## config.mk

```make
export PLATFORM = sky130hd
export DESIGN_NAME = ex_stage
export DESIGN_NICKNAME = d
export VERILOG_FILES = /design/src/rtl/ex_pkg.sv /design/src/rtl/alu.sv /design/src/rtl/ex_stage.sv
export SDC_FILE = /design/constraint.sdc
export NUM_CORES = 1
export LEC_CHECK = 0
export CORE_AREA = 2 2 168 170
export DETAILED_ROUTE_END_ITERATION = 6
export DIE_AREA = 0 0 170 172
export DONT_BUFFER_PORTS = 1
export PLACE_DENSITY = 0.65
export SLEW_MARGIN = 20
export SYNTH_ARGS = -nofsm -noshare
export SYNTH_HDL_FRONTEND = slang
export SYNTH_SLANG_ARGS = --single-unit
```

## constraint.sdc

```tcl
create_clock -name clk -period 8.9 [get_ports clk]
set_clock_uncertainty 0.1 [all_clocks]
set_input_delay 1.78 -clock clk [delete_from_list [all_inputs] [get_ports clk]]
set_output_delay 1.78 -clock clk [all_outputs]
set_load 0.005 [all_outputs]
```

## src/rtl/ex_pkg.sv

```systemverilog
// Shared types for the execute stage: ALU opcodes, branch conditions, flag word,
// packed control-field layouts and the ID/EX register image.
package ex_pkg;

  typedef enum logic [3:0] {
    OP_ADD  = 4'h0,
    OP_SUB  = 4'h1,
    OP_NAND = 4'h2,
    OP_XOR  = 4'h3,
    OP_SRA  = 4'h5,
    OP_SRL  = 4'h6,
    OP_SLL  = 4'h7,
    OP_LHB  = 4'hA,
    OP_LLB  = 4'hB
  } alu_op_e;

  typedef enum logic [2:0] {
    BC_NE = 3'd0,
    BC_EQ = 3'd1,
    BC_GT = 3'd2,
    BC_LT = 3'd3,
    BC_GE = 3'd4,
    BC_LE = 3'd5,
    BC_OV = 3'd6,
    BC_AL = 3'd7
  } bcond_e;

  typedef enum logic [1:0] {
    FU_NONE,
    FU_Z,
    FU_ZVN
  } flag_upd_e;

  typedef struct packed {
    logic z;
    logic v;
    logic n;
  } flags_t;

  typedef struct packed {
    logic       branch;
    logic       instr15;
    logic       sp_addr;
    logic       pc_to_mem;
    logic [1:0] alu_src;
    alu_op_e    alu_op;
  } ex_ctrl_t;

  typedef struct packed {
    logic       mem_to_reg;
    logic       reg_write;
    logic [3:0] dst;
    logic [3:0] r1_addr;
    logic [3:0] r0_addr;
  } fwd_ctrl_t;

  // valid distinguishes a real instruction from a bubble (both may carry ALUOp 0).
  typedef struct packed {
    logic        valid;
    logic [15:0] pc_inc;
    logic [15:0] pc_branch;
    logic [15:0] r0_data;
    logic [15:0] r1_data;
    logic [15:0] imm;
    logic [7:0]  offset;
    bcond_e      bcond;
    ex_ctrl_t    ex;
    logic [1:0]  m;
    logic [6:0]  wb;
    fwd_ctrl_t   fwd;
  } idex_t;

  localparam logic [1:0] SRC_R1  = 2'b00;
  localparam logic [1:0] SRC_IMM = 2'b01;
  localparam logic [1:0] SRC_OFF = 2'b10;

  function automatic logic cond_met(input bcond_e bc, input flags_t f);
    case (bc)
      BC_NE:   return !f.z;
      BC_EQ:   return f.z;
      BC_GT:   return !f.z && !f.n;
      BC_LT:   return f.n;
      BC_GE:   return f.z || !f.n;
      BC_LE:   return f.n || f.z;
      BC_OV:   return f.v;
      default: return 1'b1;
    endcase
  endfunction

  function automatic flag_upd_e flag_class(input alu_op_e op);
    case (op)
      OP_ADD, OP_SUB:                          return FU_ZVN;
      OP_NAND, OP_XOR, OP_SRA, OP_SRL, OP_SLL: return FU_Z;
      default:                                 return FU_NONE;
    endcase
  endfunction

  // Register 0 is hard-wired, so it is never a forwarding target.
  function automatic logic [15:0] fwd_pick(
    input logic [3:0]  addr,
    input logic [15:0] rf_data,
    input logic        xm_we,
    input logic [3:0]  xm_addr,
    input logic [15:0] xm_data,
    input logic        mw_we,
    input logic [3:0]  mw_addr,
    input logic [15:0] mw_data
  );
    if (xm_we && addr != 4'd0 && xm_addr == addr) return xm_data;
    if (mw_we && addr != 4'd0 && mw_addr == addr) return mw_data;
    return rf_data;
  endfunction

endpackage

```

## src/rtl/alu.sv

```systemverilog
// Combinational 16-bit ALU returning the result and the {Z,V,N} flags it would produce.
// With EX_SAT_EN defined, ADD/SUB clamp to 16'h7FFF/16'h8000 on signed overflow.
module alu
  import ex_pkg::*;
(
  input  alu_op_e     op,
  input  logic [15:0] a,
  input  logic [15:0] b,
  output logic [15:0] result,
  output flags_t      flags
);

  logic [15:0] sum;
  logic [15:0] diff;
  logic        ovf_add;
  logic        ovf_sub;
  logic        ovf;

  assign sum     = a + b;
  assign diff    = a - b;
  assign ovf_add = (a[15] == b[15]) && (sum[15] != a[15]);
  assign ovf_sub = (a[15] != b[15]) && (diff[15] != a[15]);

  always_comb begin
    result = '0;
    ovf    = 1'b0;
    case (op)
      OP_ADD:  begin result = sum;  ovf = ovf_add; end
      OP_SUB:  begin result = diff; ovf = ovf_sub; end
      OP_NAND: result = ~(a & b);
      OP_XOR:  result = a ^ b;
      OP_SRA:  result = $signed(a) >>> b[3:0];
      OP_SRL:  result = a >> b[3:0];
      OP_SLL:  result = a << b[3:0];
      OP_LHB:  result = {b[7:0], a[7:0]};
      OP_LLB:  result = {a[15:8], b[7:0]};
      default: result = '0;
    endcase
`ifdef EX_SAT_EN
    // Overflow direction follows the sign of A for both ADD and SUB.
    if (ovf) result = a[15] ? 16'h8000 : 16'h7FFF;
`endif
    flags.z = (result == 16'h0000);
    flags.v = ovf;
    flags.n = result[15];
  end

endmodule

```

## src/rtl/ex_stage.sv

```systemverilog
// Execute stage: ID/EX register, operand forwarding, ALU, flags register and branch resolution.
// Optional build macro EX_SAT_EN selects saturating ADD/SUB inside the ALU.
module ex_stage
  import ex_pkg::*;
(
  input  logic        clk,
  input  logic        rst,
  input  logic        stall,
  input  logic        flush,
  input  logic [15:0] PC_inc_in,
  input  logic [15:0] PCbranch_in,
  input  logic [15:0] r0data_in,
  input  logic [15:0] r1data_in,
  input  logic [15:0] imm_in,
  input  logic [15:0] offset_in,
  input  logic [2:0]  bcond_in,
  input  logic [9:0]  EX_in,
  input  logic [1:0]  M_in,
  input  logic [6:0]  WB_in,
  input  logic [13:0] FWD_in,
  input  logic        xm_we,
  input  logic [3:0]  xm_addr,
  input  logic [15:0] xm_data,
  input  logic        mw_we,
  input  logic [3:0]  mw_addr,
  input  logic [15:0] mw_data,
  output logic [15:0] alu_out,
  output logic [15:0] mem_addr,
  output logic [15:0] store_data,
  output logic        branch_taken,
  output logic [15:0] branch_target,
  output logic [1:0]  M_out,
  output logic [6:0]  WB_out
);

  idex_t       idex_reg;
  idex_t       idex_next;
  flags_t      flags_reg;
  flags_t      alu_flags;
  logic [15:0] op_a;
  logic [15:0] op_r1;
  logic [15:0] op_b;
  logic [15:0] alu_result;
  logic        unused_bits;

  always_comb begin
    idex_next           = '0;
    idex_next.valid     = 1'b1;
    idex_next.pc_inc    = PC_inc_in;
    idex_next.pc_branch = PCbranch_in;
    idex_next.r0_data   = r0data_in;
    idex_next.r1_data   = r1data_in;
    idex_next.imm       = imm_in;
    idex_next.offset    = offset_in[7:0];
    idex_next.bcond     = bcond_e'(bcond_in);
    idex_next.ex        = ex_ctrl_t'(EX_in);
    idex_next.m         = M_in;
    idex_next.wb        = WB_in;
    idex_next.fwd       = fwd_ctrl_t'(FWD_in);
  end

  // A bubble clears the whole register so every output reads zero while it passes.
  always_ff @(posedge clk or posedge rst) begin
    if (rst) begin
      idex_reg <= '0;
    end else if (flush) begin
      idex_reg <= '0;
    end else if (!stall) begin
      idex_reg <= idex_next;
    end
  end

  assign op_a  = fwd_pick(idex_reg.fwd.r0_addr, idex_reg.r0_data,
                          xm_we, xm_addr, xm_data, mw_we, mw_addr, mw_data);
  assign op_r1 = fwd_pick(idex_reg.fwd.r1_addr, idex_reg.r1_data,
                          xm_we, xm_addr, xm_data, mw_we, mw_addr, mw_data);

  always_comb begin
    case (idex_reg.ex.alu_src)
      SRC_R1:  op_b = op_r1;
      SRC_IMM: op_b = idex_reg.imm;
      SRC_OFF: op_b = {8'h00, idex_reg.offset};
      default: op_b = 16'h0002;
    endcase
  end

  alu u_alu (
    .op     (idex_reg.ex.alu_op),
    .a      (op_a),
    .b      (op_b),
    .result (alu_result),
    .flags  (alu_flags)
  );

  always_ff @(posedge clk or posedge rst) begin
    if (rst) begin
      flags_reg <= '0;
    end else if (!stall && idex_reg.valid) begin
      case (flag_class(idex_reg.ex.alu_op))
        FU_ZVN:  flags_reg   <= alu_flags;
        FU_Z:    flags_reg.z <= alu_flags.z;
        default: ;
      endcase
    end
  end

  assign alu_out       = alu_result;
  assign mem_addr      = idex_reg.ex.sp_addr ? op_a : alu_result;
  assign store_data    = idex_reg.ex.pc_to_mem ? idex_reg.pc_inc : op_r1;
  // Branches resolve on the flags left by the previous instruction, not the in-flight result.
  assign branch_taken  = idex_reg.ex.branch && cond_met(idex_reg.bcond, flags_reg) && !stall;
  assign branch_target = idex_reg.pc_branch;
  assign M_out         = idex_reg.m;
  assign WB_out        = idex_reg.wb;

  assign unused_bits = ^{idex_reg.ex.instr15, idex_reg.fwd.mem_to_reg, idex_reg.fwd.reg_write,
                         idex_reg.fwd.dst, offset_in[15:8]};

endmodule

```

After elaboration in Yosys (flattened, before gate mapping)
Cells that the tools add are included.
{ "op_classes": {"n_addsub": 2, "bitwise_logic": 3, "magnitude_cmp": 0, "n_shift": 3, "n_reduce_logical": 30, "eq_ne": 27, "muxes": 24, "n_div": 0, "multipliers": 0} }
{ "op_table": {"columns": ["cell", "count"], "rows": [
  ["$mux 125", 2],
  ["$mux 16", 10],
  ["$pmux 16 s9", 1],
  ["$pmux 16 s3", 1],
  ["$add 16x16->16", 1],
  ["$and 16x16->16", 1],
  ["$eq 4x4->1", 4],
  ["$logic_not 16->1", 1],
  ["$not 16->16", 1],
  ["$shl 16x4->16", 1],
  ["$shr 16x4->16", 1],
  ["$sshr 16x4->16", 1],
  ["$sub 16x16->16", 1],
  ["$xor 16x16->16", 1],
  ["$logic_and 1x1->1", 14],
  ["$eq 4x3->1 const B", 3],
  ["$eq 3x3->1 const B", 3],
  ["$eq 4x2->1 const B", 2],
  ["$eq 4x4->1 const B", 2],
  ["$reduce_bool 4->1", 2],
  ["$pmux 1 s7", 1],
  ["$eq 3x2->1 const B", 2],
  ["$mux 1", 6],
  ["$reduce_or 5->1", 1],
  ["other kinds (17)", 26]
]} }
{ "totals": {"memories": 0, "mem_bits_ro": 0, "input_bits": 178, "reg_bits": 121, "elab_cells": 109, "mem_bits_rw": 0, "latch_bits": 0, "out_inout_bits": 74} }

Logic depth before layout (Yosys ltp)
Gate-level depths: netlist of the first run.
{ "depth": {"ltp_word": 12, "mapped_depth": 23, "ltp_nobuf": 20} }

By module
From an unflattened synthesis of the first run, not the netlist that was laid out.
{ "unflattened": {"cells_unflattened": 1326, "area_unflattened_um2": 10889.2} }
{ "modules_own_cells": {"columns": ["module", "seq_area_each_um2", "area_each_um2", "n_inst", "cells_per_inst"], "rows": [
  ["ex_stage", 3027.9, 6776.5, 1, 716],
  ["alu", 0.0, 4112.7, 1, 610]
]} }

Worst setup path before layout of the first run
Ideal clock, no wire load.
{ "synth_timing": {"path_kind": "input -> output", "start": "in mw_addr[1]", "end": "out mem_addr[13]", "stages": 20, "n_path_buf": 4, "arrival_time_ns": 5.990, "setup_slack_ns": 1.030, "required_time_ns": 7.020, "cell_sequence": "xnor2_1 > and2_1 > buf_1 > nand3_2 > and4_1 > nor2_1 > buf_6 > buf_2 > buf_2 > ha_1 > nor2_1 > o21ai_0 > o221a_2 > o31a_1 > a22o_1 > o31ai_1 > o221ai_1 > a22o_1 > or4_4 > mux2_2"} }
{ "synth_between": {"elab_chain_len": 11, "elab_cells_between_ends": 25, "cone_classes": "add/sub: 2; eq/ne: 2; shift: 3; mux: 13; bitwise: 3; reduce/logical: 2"} }
{ "synth_lines": {"columns": ["item", "line_no", "text"], "rows": [
  ["start, declared", "ex_stage.sv:25", "input logic [3:0] mw_addr,"],
  ["parallel branches: the longest is 9 deep, another holds $sub 16x16->16", null, null],
  ["$pmux 16 s9 *", "alu.sv:27", "case (op)"],
  ["via alu_out[13]", "ex_stage.sv:27", "output logic [15:0] alu_out,"],
  ["$mux 16 *", "ex_stage.sv:108", "assign mem_addr = idex_reg.ex.sp_addr ? op_a : alu_result;"],
  ["end, declared", "ex_stage.sv:28", "output logic [15:0] mem_addr,"]
]} }
Mark *: on every way through the listed nets, which the timed path passes. The select of a mux whose other input is x is not followed.

Final worst setup path of the first run
{ "layout_timing": {"start": "in mw_addr[0]", "end": "out mem_addr[10]"} }
{ "layout_between": {"elab_chain_len": 11, "elab_cells_between_ends": 25, "cone_classes": "add/sub: 2; eq/ne: 2; shift: 3; mux: 13; bitwise: 3; reduce/logical: 2"} }
{ "layout_lines": {"columns": ["item", "line_no"], "rows": [
  ["parallel branches: the longest is 10 deep, another holds $sub 16x16->16", null],
  ["$mux 16 *", "ex_stage.sv:108"]
]} }
Every way passes the cells marked *. The select of a mux whose other input is x is not followed.

==> results of run 1 <==
## final cells by class
class                   instances  area share, %
inverters                      52          1.693
flip-flops and latches        121          25.60
clock inverters                15          1.598
clock buffers                  17          3.597
well taps                     346          3.661
repair buffers                 70          4.444
multi-input cells            1063          59.41
## how the worst max path moves through the flow
stage	to	slack, ns	cells past startpoint
floorplan	mem_addr[13]	1.03	20
global placement	mem_addr[13]	0.73	18
detailed placement	mem_addr[13]	0.74	18
CTS	mem_addr[10]	0.70	21
global route	mem_addr[10]	0.16	21
finish	mem_addr[10]	0.48	21
## cells in the mapped netlist, types with 5 or more instances
master,number,area (um2)
nand4_1,15,93.84
buf_4,28,210.2
o22ai_1,15,93.84
a21oi_1,68,340.3
o21ai_2,5,43.79
nor2b_1,10,62.56
ha_1,34,425.4
a22o_1,8,70.07
mux2i_1,147,1471
a221oi_1,9,78.83
inv_1,47,176.4
clkbuf_1,56,210.2
a311oi_1,8,70.07
o31a_1,5,43.79
nor2_1,189,709.4
o21ai_1,19,95.09
o211ai_1,16,120.1
nand3_1,75,375.4
o31ai_1,5,37.54
dfrtp_1,121,3028
mux2_2,26,292.8
buf_1,17,63.81
or3_1,7,43.79
a211oi_1,7,52.55
xnor2_1,23,201.4
nand2_1,96,360.4
or2_2,10,62.56
nand2b_1,8,50.05
o221ai_1,11,96.34
a31oi_1,24,150.1
o21ai_0,78,390.4
a221o_1,6,60.06
a22oi_1,5,37.54
and2_1,7,43.79
nor3_1,36,180.2
buf_2,20,100.1
## through the flow
stage | area (um2) | setup WS (ns) | utilization [%] | total power [mW]
floorplan | 10880 | 1.030 | - | 1.092
global placement | 11210 | 0.7285 | 40.81 | 1.283
detailed placement | 11210 | 0.7378 | 40.81 | 1.284
CTS | 11830 | 0.7039 | 43.04 | 2.015
global route | 11830 | 0.1634 | 43.04 | 2.105
finish | 11830 | 0.4764 | 43.04 | 2.023
## routing by layer
metal,wire length (um),vias up
li1,-,4840
met1,16710,5139
met2,20690,659
met3,3903,144
met4,2663,2
met5,11,-
## cells in the final DEF, fill, tap and decap left out, types with 6 or more instances in the layout
cell type	netlist	routed
a211oi_1	7	7
a21oi_1	68	68
a221o_1	6	6
a221oi_1	9	9
a22o_1	8	8
a311oi_1	8	8
a31oi_1	24	24
and2_1	7	7
buf_4	28	70
clkbuf_16	0	17
dfrtp_1	121	121
ha_1	34	34
inv_1	47	46
mux2_2	26	26
mux2i_1	147	147
nand2_1	96	96
nand2b_1	8	8
nand3_1	75	75
nand4_1	15	15
nor2_1	189	188
nor2b_1	10	10
nor3_1	36	35
o211ai_1	16	16
o21ai_0	78	78
o21ai_1	19	19
o221ai_1	11	11
o22ai_1	15	15
or2_2	10	10
or3_1	7	7
xnor2_1	23	23
## where the power goes
group	switching, mW	internal, mW
Clock	0.285	0.446
Combinational	0.422	0.253
Sequential	0.0348	0.582
## worst min-delay path, delay by kind of cell (launching register included)
family           cells  cell delay (ns)
AO/OA/AOI/OAI        1             0.06
flip-flops           1             0.35
AND/OR/NAND/NOR      1             0.05
## cells by family after synthesis
logic type / share of synthesized area (%)
simple gates: 21.01
compound gates: 20.38
buf+inv: 7.670
mux: 16.73
flops: 27.83
fa+ha+maj: 4.370
xor+xnor: 2.012
==> results.json, run 1 <==
{
  "crit_start": "mw_addr[0]",
  "relSlewSlack_pct": 31.52,
  "cts_setup_buffers": 0,
  "boundaryPins": 252,
  "synth_edf_count": 0,
  "vias": 10780,
  "crit_slowest_cell": "a2111oi_0",
  "path_cells": "xnor2_1 -> nand4_1 -> nor2_1 -> buf_4 -> mux2i_1 -> a21oi_1 -> a221o_1 -> inv_1 -> ha_1 -> inv_1 -> a21oi_1 -> nor2_1 -> a211o_1 -> a21oi_1 -> o221ai_1 -> a2111oi_0 -> buf_4 -> nand4_1 -> a21oi_1 -> inv_1 -> mux2_2",
  "syn_nets": 1576,
  "cts_tree": "done",
  "fin_nets": 1539,
  "gr-usage-met1_pct": 35.30,
  "slowest_delay_ns": 0.52,
  "drive_gt1_share_pct": 13.08,
  "via_per_inst": 6.404,
  "max_cap_violations": 0,
  "grt_max_degree": 122,
  "tightest_slew_ns": 1.027,
  "dp_hpwl_um": 33440,
  "clkLatencyLatePin_ns": 0.43,
  "initialDrtViolationCount": 1034,
  "worstPathRequired_ns": 7.02,
  "cts_root_buf": "clkbuf_16",
  "dp_cells": 1652,
  "synth-async-reset-ratio_pct": 100.0,
  "max_freq_mhz": 118.7,
  "cp-start-kind": "input pin",
  "powerDensity_nw_per_um2": 171.0,
  "status": "completed",
  "antenna_found_initial": 1,
  "worstPathMaxFanout": 8,
  "first_global_vias": 10260,
  "p_leak_nw": 5.273,
  "die_x_um": 170,
  "grt_usage_pct": 29.52,
  "ant_nets": 0,
  "netlist_area_um2": 10880,
  "busiest_layer": "met2",
  "diodes": 0,
  "met3_usage_pct": 6.706,
  "wl_um": 43980,
  "reg2reg_from": "idex_reg[5]$_DFFE_PP0P_",
  "cts-hold-fix-buffers": 0,
  "endpoint_kind": "primary output",
  "layout.area.seq_um2": 3028,
  "synth_flop_cell": "dfrtp_1",
  "postCtsResizedCells": 0,
  "rr_endpoint": "flags_reg[2]$_DFFE_PP0P_",
  "fin_setup_tns_ns": 0,
  "core_um2": 27480,
  "gp_congestion": 0.9993,
  "final_cells": 1684,
  "dieArea_um2": 29240,
  "r2r_setup_slack_ns": 2.80,
  "rr_worst_depth": 18,
  "rsz0062_at_grt": "no",
  "ctsLongestPathBuffers": 2,
  "path_class": "input pin to primary output",
  "wl_per_cell_um": 26.11,
  "fillCellCount": 2753,
  "whs_ns": 0.3905,
  "use_met2_pct": 49.25,
  "fin_crit_sh_pct": 94.65,
  "clk_pin_slew_worst_paths_ns": 0.06,
  "h-tree-depth": 4,
  "io_buffers": 0,
  "setup_viol": 0,
  "drcViolationCount": 0,
  "synthDistinctLibCells": 89,
  "hold_end": "flags_reg[1]$_DFFE_PP0P_",
  "avgSynthCellArea_um2": 7.989,
  "numCtsBuffers": 17,
  "start_util_pct": 39.60,
  "hold_path_class": "flip-flop to flip-flop",
  "slew_violations": 0,
  "firstDrtPassIters": 6,
  "post-route-min-period_ns": 8.424,
  "grt_pass1_wl_um": 64940,
  "cp_common_cell": "a21oi_1",
  "finalHoldViolations": 0,
  "crit_family": "compound AO/OA/AOI/OAI gates",
  "worstHoldPathCells": 2,
  "critical_path_buf_inv_count": 5,
  "irDropWorstVdd_mv": 0.2116,
  "syn_inst": 1362,
  "rows": 61,
  "largest_register_ffs": 93,
  "ys_seq_area_share_pct": 27.83,
  "cts_num_sinks": 121,
  "yosys_warnings": 0,
  "min-delay-start": "flags_reg[1]$_DFFE_PP0P_",
  "ys_ff_latch": 121,
  "grt_overflow": 0,
  "die_h_um": 172,
  "worstPathArrival_ns": 6.54,
  "multi_input_area_um2": 7025,
  "area_delta_synth_final_pct": 8.693
}
Power figures use the tool's default switching activity.
==> run 2: changes to the inputs <==
--- a/config.mk
+++ b/config.mk
@@ -10,6 +10,7 @@
 export DIE_AREA = 0 0 170 172
 export DONT_BUFFER_PORTS = 1
 export PLACE_DENSITY = 0.65
+export RECOVER_POWER = 50
 export SLEW_MARGIN = 20
 export SYNTH_ARGS = -nofsm -noshare
 export SYNTH_HDL_FRONTEND = slang
==> results.json, run 2 (same netlist as run 1, synthesis figures left out) <==
{
  "diodes": 0,
  "cts_num_sinks": 121,
  "final_cells": 1684,
  "grt_max_degree": 122,
  "die_x_um": 170,
  "critical_path_buf_inv_count": 5,
  "initialDrtViolationCount": 1034,
  "final_common_cell": "nor2_1",
  "grt_pass1_wl_um": 64940,
  "path_cells": "xnor2_1 -> nand4_1 -> nor2_1 -> buf_4 -> mux2i_1 -> a21oi_1 -> a221o_1 -> inv_1 -> ha_1 -> inv_1 -> a21oi_1 -> nor2_1 -> a211o_1 -> a21oi_1 -> o221ai_1 -> a2111oi_0 -> buf_4 -> nand4_1 -> a21oi_1 -> inv_1 -> mux2_2",
  "reg2reg_from": "idex_reg[5]$_DFFE_PP0P_",
  "first_global_vias": 10260,
  "clk_pin_slew_worst_paths_ns": 0.06,
  "post-route-min-period_ns": 8.427,
  "violations": "design-rule violations, max-capacitance violations, max-slew violations",
  "crit_start": "mw_addr[0]",
  "numCtsBuffers": 17,
  "slew_violations": 49,
  "comb_power_share_pct": 33.4,
  "power_mw": 2.022,
  "dp_cells": 1652,
  "via_per_inst": 6.403,
  "largest_register_ffs": 93,
  "rows": 61,
  "status": "finished with violations",
  "rr_worst_depth": 18,
  "cp_common_cell": "a21oi_1",
  "clock_power_share_pct": 36.1,
  "fin_setup_tns_ns": 0,
  "tightest_slew_ns": 2.158,
  "postCtsResizedCells": 0,
  "swShare_pct": 36.63,
  "p_switching_mw": 0.7406,
  "setup_viol": 0,
  "cp-start-kind": "input pin",
  "endpoint_kind": "primary output",
  "ant_nets": 0,
  "crit_family": "compound AO/OA/AOI/OAI gates",
  "p_int_mw": 1.281,
  "die_h_um": 172,
  "crit_slowest_cell": "a2111oi_0",
  "antenna_found_initial": 1,
  "max_cap_violations": 1,
  "rsz0062_at_grt": "no",
  "cp.depth": 21,
  "dpl-instance-area_um2": 11210,
  "powerDensity_nw_per_um2": 171.0,
  "seq_power_share_pct": 30.5,
  "h-tree-depth": 4,
  "drcViolationCount": 4,
  "path_class": "input pin to primary output",
  "post-route-cell-area_um2": 11830,
  "relSlewSlack_pct": -44.69,
  "io_buffers": 0,
  "crit_path_end": "mem_addr[10]",
  "grt_overflow": 0,
  "cts_root_buf": "clkbuf_16",
  "p_leak_nw": 5.269,
  "min-delay-start": "flags_reg[1]$_DFFE_PP0P_",
  "clkLatencyLatePin_ns": 0.43,
  "ctsLongestPathBuffers": 2,
  "gp_congestion": 0.9993,
  "core_um2": 27480,
  "boundaryPins": 252,
  "dieArea_um2": 29240,
  "worstPathArrival_ns": 6.55,
  "layout_common_cells": "nor2_1 (188), mux2i_1 (147), dfrtp_1 (121), nand2_1 (96), o21ai_0 (78)",
  "vias": 10780,
  "cts_tree": "done",
  "drive_gt1_share_pct": 13.08,
  "fin_nets": 1539,
  "area_delta_synth_final_pct": 8.682,
  "dp_hpwl_um": 33440,
  "slowest_delay_ns": 0.52,
  "wl_um": 44000,
  "start_util_pct": 39.60,
  "worstPathRequired_ns": 7.02,
  "max_freq_mhz": 118.7,
  "firstDrtPassIters": 7,
  "cts-hold-fix-buffers": 0,
  "rr_endpoint": "flags_reg[2]$_DFFE_PP0P_",
  "grt_usage_pct": 29.52,
  "r2r_setup_slack_ns": 2.80,
  "worstPathMaxFanout": 8,
  "wl_per_cell_um": 26.13,
  "hold_path_class": "flip-flop to flip-flop",
  "finalHoldViolations": 0,
  "irDropWorstVdd_mv": 0.2115,
  "fin_crit_sh_pct": 94.69,
  "cts_setup_buffers": 0
}
-- run 2: how the worst min path moves through the flow --
stage | end | slack, ns | cells after the start
floorplan | flags_reg[1]$_DFFE_PP0P_ | 0.35 | 2
global placement | flags_reg[1]$_DFFE_PP0P_ | 0.39 | 2
detailed placement | flags_reg[1]$_DFFE_PP0P_ | 0.38 | 2
CTS | flags_reg[1]$_DFFE_PP0P_ | 0.40 | 2
global route | flags_reg[1]$_DFFE_PP0P_ | 0.43 | 2
finish | flags_reg[1]$_DFFE_PP0P_ | 0.39 | 2
-- run 2: through the flow --
stage | util (%) | hold slack (ns) | setup WS (ns)
floorplan | - | 0.3501 | 1.030
global placement | 40.81 | 0.3865 | 0.7285
detailed placement | 40.81 | 0.3818 | 0.7378
CTS | 43.04 | 0.3955 | 0.7039
global route | 43.04 | 0.4255 | 0.1634
finish | 43.04 | 0.3905 | 0.4728
-- run 2: power groups by stage --
stage               clock network [mW]  logic [mW]  registers (mW)
finish                           0.730       0.674           0.617
global route                     0.758       0.725           0.621
CTS                              0.738       0.660           0.617
detailed placement                   0       0.657           0.626
global placement                     0       0.658           0.625
floorplan                            0       0.484           0.607
-- run 2: per-layer routing --
metal / track usage, % / share of wire, %
met1: 35.30 / 38
met5: 0 / 0.025
met2: 49.25 / 47
met3: 6.706 / 9.0
met4: 16.57 / 5.9
-- run 2: cell type report --
class,instances,area (um2)
clock buffers,17,425.4
clock inverters,15,188.9
fillers,2754,15650
inverters,52,198.9
multi-input cells,1063,7025
flip-flops and latches,121,3028
well taps,346,432.9
repair buffers,70,525.5
-- run 2: worst register-to-register path, stage by stage, from the launching register on --
cell and delay, ns:
dfrtp_1 0.45, or3_1 0.39, a21oi_2 0.25, or2_1 0.42, a311oi_2 0.21, nor2_4 0.44, ha_1 0.33, o21ai_0 0.18
o221a_2 0.31, o31a_1 0.34, a22o_1 0.27, o31ai_1 0.40, a31oi_1 0.22, xor2_1 0.19, a221oi_2 0.23, and2_1 0.25
inv_1 0.15, or4_1 0.57, o31ai_1 0.28
==> run 3: changes to the inputs <==
--- a/config.mk
+++ b/config.mk
@@ -5,11 +5,11 @@
 export SDC_FILE = /design/constraint.sdc
 export NUM_CORES = 1
 export LEC_CHECK = 0
+export BUFFER_PORTS_ARGS = -buffer_cell sky130_fd_sc_hd__buf_2
 export CORE_AREA = 2 2 168 170
 export DETAILED_ROUTE_END_ITERATION = 6
 export DIE_AREA = 0 0 170 172
-export DONT_BUFFER_PORTS = 1
-export PLACE_DENSITY = 0.65
+export PLACE_DENSITY = 0.73
 export RECOVER_POWER = 50
 export SLEW_MARGIN = 20
 export SYNTH_ARGS = -nofsm -noshare
==> results.json, run 3 (same netlist as run 1, synthesis figures left out) <==
{
  "status": "finished with violations",
  "violations": "max-capacitance violations, max-slew violations",
  "wl_met2_um": 20840,
  "p_leak_nw": 6.237,
  "slew_violations": 185,
  "post-route-min-period_ns": 8.456,
  "ctsLongestPathBuffers": 2,
  "largest_register_ffs": 93,
  "layout_common_cells": "buf_2 (221), nor2_1 (187), mux2i_1 (147), dfrtp_1 (121), nand2_1 (96)",
  "wl_per_cell_um": 23.24,
  "fin_nets": 1784,
  "gp_congestion": 1.041,
  "die_h_um": 172,
  "dpl-instance-area_um2": 12480,
  "dp_hpwl_um": 34410,
  "numCtsBuffers": 17,
  "io_buffers": 236,
  "grt_usage_pct": 30.61,
  "drive_gt1_share_pct": 25.58,
  "worstPathRequired_ns": 7.02,
  "drt-met1-wl_um": 16780,
  "highest_layer": "met4",
  "max_freq_mhz": 118.3,
  "antenna_found_initial": 1,
  "path_class": "input pin to primary output",
  "relSlewSlack_pct": -180.1,
  "dieArea_um2": 29240,
  "crit_start": "mw_addr[2]",
  "firstDrtPassIters": 6,
  "drcViolationCount": 0,
  "clk_pin_slew_worst_paths_ns": 0.06,
  "max_cap_violations": 3,
  "worstPathArrival_ns": 6.58,
  "start_util_pct": 39.60,
  "cp-start-kind": "input pin",
  "diodes": 0,
  "setup_viol": 0,
  "grt_max_degree": 77,
  "cts_setup_buffers": 0,
  "finalHoldViolations": 0,
  "irDropWorstVdd_mv": 0.1603,
  "final_common_cell": "buf_2",
  "core_um2": 27480,
  "boundaryPins": 252,
  "fin_crit_sh_pct": 95.02,
  "endpoint_kind": "primary output",
  "grt_overflow": 0,
  "area_delta_synth_final_pct": 19.88,
  "grt_pass1_wl_um": 67840,
  "die_x_um": 170,
  "fin_setup_tns_ns": 0,
  "ant_nets": 0,
  "rows": 61,
  "post-route-util_pct": 47.47,
  "min-delay-start": "flags_reg[1]$_DFFE_PP0P_",
  "worstPathMaxFanout": 11,
  "postCtsResizedCells": 0,
  "reg2reg_from": "idex_reg[7]$_DFFE_PP0P_",
  "post-route-cell-area_um2": 13040,
  "tightest_slew_ns": 4.202,
  "cts-hold-fix-buffers": 0,
  "powerDensity_nw_per_um2": 161.5,
  "cts_num_sinks": 121,
  "rsz0062_at_grt": "no",
  "clkLatencyLatePin_ns": 0.44,
  "h-tree-depth": 4,
  "hold_path_class": "flip-flop to flip-flop",
  "final_cells": 1929,
  "via_per_inst": 6.111,
  "wl_um": 44830,
  "met3_length_um": 3893,
  "power_mw": 2.106,
  "cts_tree": "done",
  "initialDrtViolationCount": 1092,
  "first_global_vias": 11670,
  "cts_root_buf": "clkbuf_16",
  "vias": 11790,
  "dp_cells": 1897
}
[run 3: power breakdown]
group	switching (mW)	total, mW	internal (mW)
clock network	0.261	0.687	0.426
logic	0.480	0.804	0.324
registers	0.0328	0.616	0.583
[run 3: through the flow]
step,setup slack (ns),hold WS (ns)
6_report,0.4436,0.4035
5_1_grt,0.1286,0.4404
4_1_cts,0.2614,0.4108
3_5_place_dp,0.2884,0.3975
3_3_place_gp,0.1931,0.3850
2_1_floorplan,1.030,0.3501
[run 3: worst max-delay path, cell delays in order]
cell and delay [ns]:
buf_2 0.12, xnor2_1 0.18, nand4_1 0.22, nor2_1 0.15, buf_4 0.23, mux2i_1 0.10, o21ai_0 0.59, mux2i_1 0.13
or2_2 0.32, ha_1 0.38, inv_1 0.18, nand3_1 0.09, o22a_1 0.19, a31oi_1 0.26, a21oi_1 0.14, a221o_1 0.39
a22o_1 0.25, or4_4 0.46, mux2_2 0.28, buf_2 0.14
[run 3: cell type report]
type,instances,area (um2)
Clock buffer,21,460.4
Multi-Input combinational cell,1063,7034
Clock inverter,11,121.4
Timing Repair Buffer,315,1768
Tap cell,346,432.9
Sequential cell,121,3028
Inverter,52,198.9
Fill cell,2681,14430
[run 3: worst paths after layout]
check	endpoint	slack, ns	cells after the start
max	mem_addr[13]	0.44	20
min	flags_reg[1]$_DFFE_PP0P_	0.40	2
max reg2reg	flags_reg[2]$_DFFE_PP0P_	2.87	23
min reg2reg	flags_reg[1]$_DFFE_PP0P_	0.40	2
max in group asynchronous	idex_reg[30]$_DFFE_PP0P_	2.57	3
min in group asynchronous	idex_reg[120]$_DFFE_PP0P_	1.95	2
[run 3: per-layer routing]
metal	up-vias	track usage, %
li1	5339	-
met1	5613	36.03
met2	674	50.47
met3	162	6.134
met4	0	21.22
met5	-	0
